**src/rtl/led_test_pattern_gen.sv**
```systemverilog
// LED test-pattern source: generates the per-driver serial bit stream and the
// one-hot row select for bring-up. Four modes: all-on, single LED, walking LED
// and row scan. Mode and selections take effect only at column boundaries.
module led_test_pattern_gen #(
  parameter  int NB_DRIVERS   = 30,
  parameter  int NB_LEDS      = 16,
  parameter  int BITS_PER_LED = 48,
  parameter  int NB_MUX       = 8,
  parameter  int HOLD_COLUMNS = 4,
  localparam int DW = (NB_DRIVERS   > 1) ? $clog2(NB_DRIVERS)   : 1,
  localparam int LW = (NB_LEDS      > 1) ? $clog2(NB_LEDS)      : 1,
  localparam int RW = (NB_MUX       > 1) ? $clog2(NB_MUX)       : 1,
  localparam int BW = (BITS_PER_LED > 1) ? $clog2(BITS_PER_LED) : 1,
  localparam int HW = (HOLD_COLUMNS > 1) ? $clog2(HOLD_COLUMNS) : 1
) (
  input  logic                  clk,
  input  logic                  nrst,
  input  logic                  clk_enable,
  input  logic [1:0]            mode,
  input  logic [DW-1:0]         sel_driver,
  input  logic [LW-1:0]         sel_led,
  input  logic [RW-1:0]         sel_row,
  input  logic                  bit_req,
  input  logic                  column_ready,
  output logic [NB_DRIVERS-1:0] framebuffer_dat,
  output logic [NB_MUX-1:0]     mul_sel,
  output logic                  position_sync,
  output logic [15:0]           frame_cnt,
  output logic                  overrun
);

  typedef enum logic [1:0] {M_ALL_ON = 2'd0, M_SINGLE = 2'd1, M_WALK = 2'd2, M_ROW_SCAN = 2'd3} mode_e;

  mode_e          mode_q,   mode_d;
  logic [DW-1:0]  sdrv_q,   sdrv_d;
  logic [LW-1:0]  sled_q,   sled_d;
  logic [RW-1:0]  srow_q,   srow_d;
  logic [BW-1:0]  bit_q,    bit_d;
  logic [LW-1:0]  led_q,    led_d;
  logic [RW-1:0]  row_q,    row_d;
  logic [DW-1:0]  wdrv_q,   wdrv_d;
  logic [LW-1:0]  wled_q,   wled_d;
  logic [RW-1:0]  wrow_q,   wrow_d;
  logic [HW-1:0]  hold_q,   hold_d;
  logic [15:0]    frame_q,  frame_d;
  logic           ovr_q,    ovr_d;
  logic           psync_q,  psync_d;
  // Set once the last bit of the column has been consumed; a further bit_req
  // before the next column is what counts as an overrun.
  logic           done_q,   done_d;
  logic [RW-1:0]  row_idx;

  // Next-state: column_ready takes priority over bit_req; nothing moves without clk_enable
  always_comb begin
    mode_d  = mode_q;  sdrv_d = sdrv_q;  sled_d = sled_q;  srow_d = srow_q;
    bit_d   = bit_q;   led_d  = led_q;   row_d  = row_q;
    wdrv_d  = wdrv_q;  wled_d = wled_q;  wrow_d = wrow_q;  hold_d = hold_q;
    frame_d = frame_q; ovr_d  = ovr_q;   done_d = done_q;  psync_d = 1'b0;
    if (clk_enable) begin
      if (column_ready) begin
        bit_d  = '0;
        led_d  = '0;
        done_d = 1'b0;
        mode_d = mode_e'(mode);
        sdrv_d = sel_driver;
        sled_d = sel_led;
        srow_d = sel_row;
        if ((mode_d == M_WALK || mode_d == M_ROW_SCAN) && mode_d != mode_q) begin
          // Entering a scanning mode restarts it from the origin
          wdrv_d  = '0;
          wled_d  = '0;
          wrow_d  = '0;
          hold_d  = '0;
          row_d   = '0;
          psync_d = 1'b1;
        end else if (mode_d == M_WALK) begin
          if (hold_q == HW'(HOLD_COLUMNS - 1)) begin
            hold_d = '0;
            if (wled_q == LW'(NB_LEDS - 1)) begin
              wled_d = '0;
              if (wdrv_q == DW'(NB_DRIVERS - 1)) begin
                wdrv_d = '0;
                wrow_d = (wrow_q == RW'(NB_MUX - 1)) ? '0 : wrow_q + 1'b1;
              end else begin
                wdrv_d = wdrv_q + 1'b1;
              end
            end else begin
              wled_d = wled_q + 1'b1;
            end
            psync_d = (wdrv_d == '0) && (wled_d == '0) && (wrow_d == '0);
          end else begin
            hold_d = hold_q + 1'b1;
          end
        end else if (mode_d == M_ROW_SCAN) begin
          row_d   = (row_q == RW'(NB_MUX - 1)) ? '0 : row_q + 1'b1;
          psync_d = (row_d == '0);
        end else begin
          psync_d = 1'b1;
        end
        if (psync_d) frame_d = frame_q + 16'd1;
      end else if (bit_req) begin
        if (done_q) ovr_d = 1'b1;
        if (bit_q == BW'(BITS_PER_LED - 1)) begin
          bit_d = '0;
          if (led_q == LW'(NB_LEDS - 1)) begin
            led_d  = '0;
            done_d = 1'b1;
          end else begin
            led_d = led_q + 1'b1;
          end
        end else begin
          bit_d = bit_q + 1'b1;
        end
      end
    end
  end

  // State registers with asynchronous active-low reset
  always_ff @(posedge clk or negedge nrst) begin
    if (!nrst) begin
      mode_q <= M_ALL_ON; sdrv_q <= '0; sled_q <= '0; srow_q <= '0;
      bit_q  <= '0; led_q  <= '0; row_q  <= '0;
      wdrv_q <= '0; wled_q <= '0; wrow_q <= '0; hold_q <= '0;
      frame_q <= '0; ovr_q <= 1'b0; psync_q <= 1'b0; done_q <= 1'b0;
    end else begin
      mode_q <= mode_d; sdrv_q <= sdrv_d; sled_q <= sled_d; srow_q <= srow_d;
      bit_q  <= bit_d;  led_q  <= led_d;  row_q  <= row_d;
      wdrv_q <= wdrv_d; wled_q <= wled_d; wrow_q <= wrow_d; hold_q <= hold_d;
      frame_q <= frame_d; ovr_q <= ovr_d; psync_q <= psync_d; done_q <= done_d;
    end
  end

  // Per-driver lit decision from the current LED position and shadow mode
  for (genvar d = 0; d < NB_DRIVERS; d++) begin : g_drv
    assign framebuffer_dat[d] =
      (mode_q == M_SINGLE) ? (sdrv_q == DW'(d) && led_q == sled_q) :
      (mode_q == M_WALK)   ? (wdrv_q == DW'(d) && led_q == wled_q) :
                             1'b1;
  end

  // One-hot row select from the row source of the active mode
  always_comb begin
    row_idx = srow_q;
    if (mode_q == M_WALK)     row_idx = wrow_q;
    if (mode_q == M_ROW_SCAN) row_idx = row_q;
    for (int r = 0; r < NB_MUX; r++) mul_sel[r] = (row_idx == RW'(r));
  end

  assign position_sync = psync_q;
  assign frame_cnt     = frame_q;
  assign overrun       = ovr_q;

endmodule

```
**config.mk**
```make
export PLATFORM = sky130hd
export DESIGN_NAME = led_test_pattern_gen
export DESIGN_NICKNAME = d
export VERILOG_FILES = /design/src/rtl/led_test_pattern_gen.sv
export SDC_FILE = /design/constraint.sdc
export NUM_CORES = 1
export LEC_CHECK = 0
export BUFFER_PORTS_ARGS = -buffer_cell sky130_fd_sc_hd__clkbuf_2
export CORE_ASPECT_RATIO = 0.75
export CORE_MARGIN = 2
export CORE_UTILIZATION = 51
export CTS_CLUSTER_DIAMETER = 120
export DETAILED_ROUTE_END_ITERATION = 8
export HOLD_SLACK_MARGIN = 0.12
export PLACE_DENSITY = 0.77
export SYNTH_ARGS = -nofsm -noshare
export SYNTH_HDL_FRONTEND = slang
export SYNTH_SLANG_ARGS = --single-unit
```
**constraint.sdc**
```tcl
create_clock -name clk -period 2.7 [get_ports clk]
set_input_delay 0.27 -clock clk [delete_from_list [all_inputs] [get_ports clk]]
set_output_delay 0.27 -clock clk [all_outputs]
set_load 0.02 [all_outputs]
```
==> results of run 1 <==
## cell type report
cell class,instances,share of cell area
tap,101,0.02541
clock buffer,11,0.03044
inverter,8,0.006038
sequential,60,0.3034
timing repair buffer,113,0.1489
multi-input combinational,388,0.4689
clock inverter,5,0.01686
## through the flow
step                      setup TNS (ns)  cells  power (uW)
after detailed placement               0    651        2164
final                                  0    686        3183
after global routing             -0.7392    686        3366
after floorplan                  -0.1051    483        1820
after CTS                              0    679        3142
after global placement                 0    651        2134
## kinds of logic after synthesis
group	Yosys count	share of synthesized area
compound gates	126	0.1954
xor+xnor	25	0.05596
fa+ha+maj	16	0.05117
buf+inv	35	0.04093
flops	60	0.3838
mux	5	0.01311
simple gates	216	0.2597
## power by group
part / total (uW) / switching, uW / internal [uW]
sequential: 1190 / 170 / 1020
combinational: 1040 / 627 / 412
clock: 955 / 384 / 571
## metal layers
metal	GRT usage	vias to the layer above	routed length [um]
li1	-	1879	-
met1	0.3609	1837	4885
met2	0.3844	149	4795
met3	0.04735	13	700
met4	0.07200	0	89
met5	0	-	0
## final timing paths
check / cells past startpoint / slack [ns] / startpoint / end
setup reg to reg: 10 / 0.03 / wdrv_q[0] / frame_cnt[5]
hold / removal: 3 / 0.14 / sel_driver[0] / sdrv_q[0]
max in group asynchronous: 3 / 1.41 / nrst / frame_cnt[6]
setup / recovery: 10 / 0.03 / wdrv_q[0] / frame_cnt[5]
min in group asynchronous: 2 / 0.54 / nrst / bit_q[4]
hold reg to reg: 1 / 0.47 / frame_cnt[15] / frame_cnt[15]
## worst max-delay path, stage by stage, from the launching register on
cell and delay [ns]:
dfrtp_1 0.41, ha_2 0.20, and3_4 0.15, ha_4 0.25, or4b_4 0.45, o221ai_2 0.15, nand4_2 0.12, o31ai_4 0.35
clkbuf_16 0.22, nand4_1 0.10, xnor2_1 0.15
## flip-flops by register name, summed over array words and instances (netlist names)
register	cells
position_sync	1
srow_q	3
hold_q	2
row_q	3
wrow_q	3
sled_q	4
sdrv_q	5
mode_q	2
led_q	4
done_q	1
frame_cnt	16
bit_q	6
overrun	1
wdrv_q	5
wled_q	4
## cells in the final DEF, fill, tap and decap left out, drive strengths merged, types with 2 or more instances in the layout
master,count
nor3,14
clkinvlp,2
buf,28
nand2,80
and3,10
nor2,53
ha,16
nand2b,6
a21oi,67
clkbuf,84
inv,8
a22o,11
dfrtp,60
o21ai,24
xnor2,14
o31ai,4
nand4,9
nor2b,9
and2,3
dlygate4sd3,12
nor4,5
bufinv,2
mux2i,4
nand3,20
a31o,2
a21o,8
xor2,11
a211oi,2
## repair_timing
action	in CTS	in global routing
pin swaps	0	9
gates resized for setup	2	20
setup endpoints to repair	3	37
hold buffers	12	0
gates cloned	0	2
hold endpoints to repair	40	0
setup buffers	0	5
==> impl_metrics.py, run 1 <==
metrics = {
    "logic_synthesis": {
        "synth-seq-cells": 60,
        "synth_largest_type_area_fraction": 0.3838,
        "synthTopCellsByArea": "dfrtp_1, a21oi_1, nand2_1",
        "syn_area_per_cell_um2": 8.100,
        "yosysTopAreaCell": "dfrtp_1",
        "yosysMostFrequentCell": "nand2_1",
        "synth_edf_count": 0,
        "ys_seq_area_frac": 0.3838,
        "synth_top_cells_by_count": "nand2_1, a21oi_1, dfrtp_1",
        "synthCells": 483,
        "async_flop_share": 1.000,
        "ys.flop_type": "dfrtp_1",
        "yosys_warnings": 0,
        "synth_cell_type_count": 50,
        "mappedNetlistArea_mm2": 0.003913,
        "syn_nets": 518,
    },
    "cts": {
        "clk-insertion-delay-late_ns": 0.35,
        "h-tree-depth": 3,
        "cts_made_buffers": 9,
        "clockBufferDepth": 2,
        "cts.sinks": 60,
        "cts_tree": "done",
        "cts.reportedPaths.clkPinSlew_ns": 0.07,
        "cts_root_buffer": "clkbuf_8",
    },
    "global_route": {
        "antenna_found_initial": 0,
        "grt_pass1_vias": 3542,
        "track_usage": 0.2502,
        "grt_overflow": 0,
        "grt_pass1_wl_um": 16790,
        "grt_max_degree": 32,
    },
    "timing": {
        "rsz0062_at_grt": "true",
        "worst_pin_slew_ns": 0.8427,
        "period_minus_slack_ns": 2.668,
        "finalSetupViolations": 0,
        "finalCritPeriodShare": 0.9882,
        "fin_skew_ns": 0.009541,
        "setup_ws_ns": 0.03183,
        "hold_violations": 0,
        "slew_headroom": 0.4382,
        "fmax_mhz": 374.8,
        "finalMaxSlewViolations": 0,
        "hold_slack_ns": 0.1428,
    },
    "die": {
        "start_util": 0.5288,
        "ios": 75,
        "coreArea_mm2": 0.007398,
        "dieArea_mm2": 0.008396,
        "num_rows": 27,
        "die_h_um": 79.86,
        "die_w_um": 105.1,
    },
    "worst_setup_path": {
        "cp_max_fo": 4,
        "required_ns": 2.93,
        "critPathArrivalTime_ns": 2.90,
        "crit_path_end_kind": "flip-flop",
        "worst-setup-path-type": "reg2reg",
        "startpoint_type": "flip-flop",
    },
    "drt": {
        "wl_per_cell_um": 15.26,
        "num_vias": 3878,
        "vias_per_cell": 5.653,
        "drtPass1Iterations": 5,
        "wl_um": 10470,
        "antenna_left": 0,
        "drcViolationCount": 0,
        "drt-initial-drc-count": 308,
    },
    "cells_and_area": {
        "antennaDiodeCount": 0,
        "fill_cells": 571,
        "multi_input_area_mm2": 0.002332,
        "utilization": 0.6722,
        "regArea_mm2": 0.001509,
        "drive_above_1_share": 0.2581,
        "nNetsFinal": 615,
        "area_growth_pct": 27.12,
        "design_area_mm2": 0.004974,
    },
    "flow_run": {
        "maxCapViolCount": 0,
    },
    "placed_design": {
        "place_congestion": 0.9421,
        "dp_slack_ns": 0.02208,
        "postPlaceCellArea_mm2": 0.004467,
        "placement.io_buffers": 74,
        "hpwl_um": 7167,
    },
    "run_status": {
        "status": "finished clean",
    },
    "min_path": {
        "hp-class": "in2reg",
    },
    "power": {
        "p_leak_uw": 0.002403,
        "ir_worst_vdd_mv": 0.3490,
        "p_per_area_mw_per_mm2": 640.0,
    },
}
(Power assumes the default switching activity.)
==> run 2, diff against run 1 <==
- CELL_PAD_IN_SITES_DETAIL_PLACEMENT: not set -> 0
- CELL_PAD_IN_SITES_GLOBAL_PLACEMENT: not set -> 1
- CORE_UTILIZATION: 51 -> 37
- PLACE_DENSITY: 0.77 -> 0.87
==> run 2 against run 1 <==
Compared with the run above: via count down 2.7%; fmax up 1.4%; cell count up 3.2%; sequential power about the same; design area up 0.30%; wire length up 1.7%; critical path type unchanged; combinational power about the same; hold slack worse by 0.012 ns.
==> impl_metrics.py, run 2 (synthesized netlist as in run 1, its figures left out) <==
metrics = {
    "run_status": {
        "status": "finished clean",
    },
    "power": {
        "p_leak_uw": 0.002400,
        "p_per_area_mw_per_mm2": 693.6,
        "power.internal_uw": 2249,
        "p_sw_uw": 1211,
        "p_total_uw": 3460,
        "pwr-share-seq": 0.347,
        "clkPwrFrac": 0.354,
        "ir_worst_vdd_mv": 0.3706,
        "comb_power_share": 0.300,
        "switching_share": 0.3500,
    },
    "placed_design": {
        "dp_slack_ns": 0.01882,
        "hpwl_um": 7588,
        "placement.io_buffers": 74,
        "place_congestion": 0.8774,
    },
    "cts": {
        "cts_tree": "done",
        "clk-insertion-delay-late_ns": 0.33,
        "clockBufferDepth": 2,
        "cts_root_buffer": "clkbuf_16",
        "h-tree-depth": 3,
        "cts.sinks": 60,
        "cts.reportedPaths.clkPinSlew_ns": 0.06,
        "cts_made_buffers": 9,
    },
    "timing": {
        "rsz0062_at_grt": "true",
        "hold_slack_ns": 0.1304,
        "period_minus_slack_ns": 2.632,
        "hold_violations": 0,
        "finalCritPeriodShare": 0.9748,
        "finalSetupViolations": 0,
        "fmax_mhz": 379.9,
        "worst_pin_slew_ns": 0.7292,
        "slew_headroom": 0.5139,
        "setup_ws_ns": 0.06795,
        "finalMaxSlewViolations": 0,
        "fin_skew_ns": 0.006754,
    },
    "worst_setup_path": {
        "critPathArrivalTime_ns": 2.84,
        "crit_path_end_kind": "flip-flop",
        "startpoint_type": "flip-flop",
        "required_ns": 2.91,
        "cp_max_fo": 5,
        "worst-setup-path-type": "reg2reg",
        "r2r_cells": 10,
    },
    "die": {
        "dieArea_mm2": 0.01142,
        "start_util": 0.3802,
        "coreArea_mm2": 0.01029,
        "die_h_um": 93.06,
        "die_w_um": 122.7,
        "num_rows": 32,
        "ios": 75,
    },
    "global_route": {
        "grt_pass1_vias": 3580,
        "grt_max_degree": 35,
        "antenna_found_initial": 0,
        "track_usage": 0.1933,
        "grt_overflow": 0,
        "grt_pass1_wl_um": 17550,
    },
    "drt": {
        "vias_per_cell": 5.332,
        "drt-initial-drc-count": 279,
        "antenna_left": 0,
        "wl_um": 10650,
        "wl_per_cell_um": 15.04,
        "drcViolationCount": 0,
        "drtPass1Iterations": 4,
        "num_vias": 3775,
    },
    "cells_and_area": {
        "drive_above_1_share": 0.2535,
        "utilization": 0.4848,
        "largest_reg_flops": 16,
        "nNetsFinal": 602,
        "antennaDiodeCount": 0,
        "fill_cells": 993,
        "final_cell_mix": "nand2_1, clkbuf_2, a21oi_1",
        "final_common_cell": "nand2_1",
        "area_growth_pct": 27.50,
    },
    "min_path": {
        "hold_path_depth": 3,
        "hp-class": "in2reg",
    },
    "flow_run": {
        "maxCapViolCount": 0,
    },
}
run 2: repair_timing:
action,4_1_cts,5_1_grt
gates cloned,0,2
hold buffers,1,0
setup buffers,0,2
endpoints found under the hold margin,26,0
pin swaps,0,5
endpoints found under the setup margin,7,31
gates resized for setup,4,19
run 2: per-stage QoR:
stage | std cells | setup TNS (ns) | instance area (um2)
floorplan | 483 | -0.1051 | 3941
global placement | 687 | 0 | 4531
detailed placement | 687 | 0 | 4531
CTS | 704 | 0 | 4876
global route | 708 | -0.2627 | 4989
finish | 708 | 0 | 4989
run 2: power groups by stage:
stage / registers [uW] / logic, uW / clock network (uW)
3_5_place_dp: 1210 / 979 / 0
5_1_grt: 1230 / 1140 / 1290
4_1_cts: 1190 / 999 / 1250
6_report: 1200 / 1040 / 1220
2_1_floorplan: 1190 / 631 / 0
3_3_place_gp: 1200 / 964 / 0
run 2: layout make-up:
type                    count  area, um2  area share
clock inverters             5      75.07     0.01505
inverters                   8      30.03    0.006020
flip-flops and latches     60       1504      0.3015
clock buffers              11      242.7     0.04866
well taps                 136      170.2     0.03411
multi-input cells         388       2332      0.4675
repair buffers            100      634.4      0.1272
run 2: critical path, stage by stage (launching register included):
cell	delay, ns
dfrtp_1	0.41
ha_2	0.19
and3_4	0.15
ha_4	0.26
or4b_4	0.45
o221ai_2	0.15
nand4_2	0.12
o31ai_4	0.20
buf_6	0.17
buf_12	0.12
mux2_4	0.29
run 2: per-layer routing:
layer	vias to the layer above	track usage	part of all wire
li1	1865	-	-
met1	1782	0.2704	0.49
met2	117	0.3039	0.45
met3	11	0.03415	0.048
met4	0	0.06034	0.012
met5	-	0	0
run 2: path summary, 6_finish.rpt:
path                          startpoint             to  slack (ns)
min in group asynchronous           nrst       bit_q[1]        0.54
max in group asynchronous           nrst  frame_cnt[15]        1.54
setup reg to reg               wdrv_q[0]   frame_cnt[1]        0.07
hold reg to reg            frame_cnt[15]  frame_cnt[15]        0.47
hold / removal             sel_driver[3]      sdrv_q[3]        0.13
setup / recovery               wdrv_q[0]   frame_cnt[1]        0.07
==> run 3, diff against run 2 <==
- REMOVE_ABC_BUFFERS: not set -> 1
==> run 3 against run 2 <==
Compared with the run above: critical path depth stayed put; clock skew is 0.00083 ns lower; wire length is 1.4% lower; combinational power hardly changed; sequential power hardly changed; global-route usage is 0.65 points lower; clock power is 6% lower; clock-buffer cell count is 1 higher; via count is 0.58% higher; sequential share of layout area is 0.19 points lower; first-iteration DRC count is 11% lower; hold slack better by 0.0084 ns.
==> impl_metrics.py, run 3 (synthesized netlist as in run 1, its figures left out) <==
metrics = {
    "timing": {
        "setup_ws_ns": 0.01657,
        "hold_violations": 0,
        "rsz0062_at_grt": "true",
        "fin_skew_ns": 0.005921,
        "slew_headroom": 0.5165,
        "finalSetupViolations": 0,
        "worst_pin_slew_ns": 0.7253,
        "finalMaxSlewViolations": 0,
        "period_minus_slack_ns": 2.683,
        "fmax_mhz": 372.7,
        "fin_tns_setup_ns": 0,
        "finalCritPeriodShare": 0.9939,
    },
    "worst_setup_path": {
        "cp_max_fo": 5,
        "r2r_cells": 10,
        "rrSetupSlack_ns": 0.02,
        "crit_path_end_kind": "flip-flop",
        "reg2reg_to": "frame_cnt[1]",
        "startpoint_type": "flip-flop",
        "worst-setup-path-type": "reg2reg",
        "r2r-start": "wdrv_q[1]",
        "critPathArrivalTime_ns": 2.89,
        "required_ns": 2.91,
    },
    "min_path": {
        "min-delay-start": "sel_row[0]",
        "hold_path_depth": 3,
        "min_to": "srow_q[0]",
        "hp-class": "in2reg",
    },
    "cts": {
        "clk-insertion-delay-late_ns": 0.33,
        "h-tree-depth": 3,
        "cts_made_buffers": 9,
        "cts.reportedPaths.clkPinSlew_ns": 0.05,
        "clockBufferDepth": 2,
        "cts_root_buffer": "clkbuf_16",
        "cts_tree": "done",
        "cts.sinks": 60,
    },
    "power": {
        "comb_power_share": 0.302,
        "switching_share": 0.3538,
        "p_sw_uw": 1192,
        "power.internal_uw": 2177,
        "clkPwrFrac": 0.342,
        "ir_worst_vdd_mv": 0.4794,
        "p_leak_uw": 0.002401,
        "p_total_uw": 3369,
        "pwr-share-seq": 0.355,
        "p_per_area_mw_per_mm2": 669.4,
    },
    "drt": {
        "wl_per_cell_um": 14.77,
        "drtPass1Iterations": 5,
        "drt-initial-drc-count": 249,
        "antenna_left": 0,
        "vias_per_cell": 5.340,
        "num_vias": 3797,
        "wl_um": 10500,
        "drcViolationCount": 0,
    },
    "cells_and_area": {
        "final_common_cell": "nand2_1",
        "final_cells": 711,
        "multi_input_area_mm2": 0.002360,
        "regArea_mm2": 0.001508,
        "area_growth_pct": 28.62,
        "final_cell_mix": "nand2_1, clkbuf_2, a21oi_1",
        "utilization": 0.4891,
        "drive_above_1_share": 0.2678,
        "largest_reg_flops": 16,
        "nNetsFinal": 605,
        "antennaDiodeCount": 0,
        "fill_cells": 973,
    },
    "die": {
        "die_w_um": 122.7,
        "ios": 75,
        "die_h_um": 93.06,
        "start_util": 0.3802,
        "dieArea_mm2": 0.01142,
        "num_rows": 32,
        "coreArea_mm2": 0.01029,
    },
    "placed_design": {
        "placement.io_buffers": 74,
        "dp_slack_ns": 0.03735,
        "dp_cells": 686,
        "place_congestion": 0.8425,
        "hpwl_um": 7432,
    },
    "global_route": {
        "grt_overflow": 0,
        "grt_max_degree": 34,
        "antenna_found_initial": 0,
        "grt_pass1_vias": 3489,
        "grt_pass1_wl_um": 16920,
        "track_usage": 0.1869,
    },
    "flow_run": {
        "maxCapViolCount": 0,
    },
    "run_status": {
        "status": "finished clean",
    },
}
## run 3: changes by cell type in the layout (fill, tap and decap cells not counted), moves of 2 or more
| cell | delta |
|---|---|
| nor2_4 | +2 |
| buf_4 | +2 |
| clkbuf_2 | +4 |
| dfrtp_1 | -3 |
| buf_2 | -4 |
| dfrtp_2 | +3 |
| nand2_2 | +2 |
| nand2_1 | -2 |
## run 3: worst max-delay path by stage
stage / to / startpoint / slack [ns]
2_1_floorplan: frame_cnt[1] / wdrv_q[0] / -0.21
4_1_cts: frame_cnt[1] / wdrv_q[0] / 0.02
3_5_place_dp: frame_cnt[1] / wdrv_q[0] / 0.04
3_3_place_gp: frame_cnt[1] / wdrv_q[0] / 0.07
5_1_grt: frame_cnt[3] / wdrv_q[1] / -0.06
6_report: frame_cnt[1] / wdrv_q[1] / 0.02
## run 3: repair_timing
item                       4_1_cts  5_1_grt
buffers inserted                 2        4
gates cloned                     0        2
resized for setup                4       30
setup endpoints to repair        5       37
pin swaps                        0        4
hold endpoints to repair        27        0
hold buffers                     1        0
## run 3: layout make-up
cell class / count / area share
multi-input cells: 388 / 0.4689
flip-flops and latches: 60 / 0.2996
repair buffers: 103 / 0.1313
clock buffers: 12 / 0.05097
well taps: 136 / 0.03381
clock inverters: 4 / 0.009448
inverters: 8 / 0.005967
## run 3: per-stage QoR
step | instance area, um2 | hold slack (ns)
floorplan | 3782 | -0.02559
global placement | 4498 | 0.3611
detailed placement | 4498 | 0.3575
CTS | 4848 | 0.1322
global route | 5032 | 0.1540
finish | 5032 | 0.1388
## run 3: power groups by stage
stage,clock (uW),sequential [uW],combinational [uW]
detailed placement,0,1200,953
floorplan,0,1220,583
CTS,1180,1190,962
global placement,0,1200,939
global route,1220,1220,1130
finish,1150,1200,1020
## run 3: routing by layer
layer | GRT usage | share of wire | vias up
li1 | - | - | 1866
met1 | 0.2687 | 0.47 | 1795
met2 | 0.2799 | 0.45 | 127
met3 | 0.04085 | 0.065 | 9
met4 | 0.05651 | 0.011 | 0
met5 | 0 | 0 | -
## run 3: worst max-delay path, stage by stage (launching register included)
cell      delay, ns
dfrtp_1        0.39
ha_2           0.18
and3_4         0.18
ha_4           0.26
or4b_4         0.47
o221ai_4       0.17
nand4_2        0.15
o31ai_4        0.21
buf_6          0.16
buf_12         0.11
mux2_4         0.28
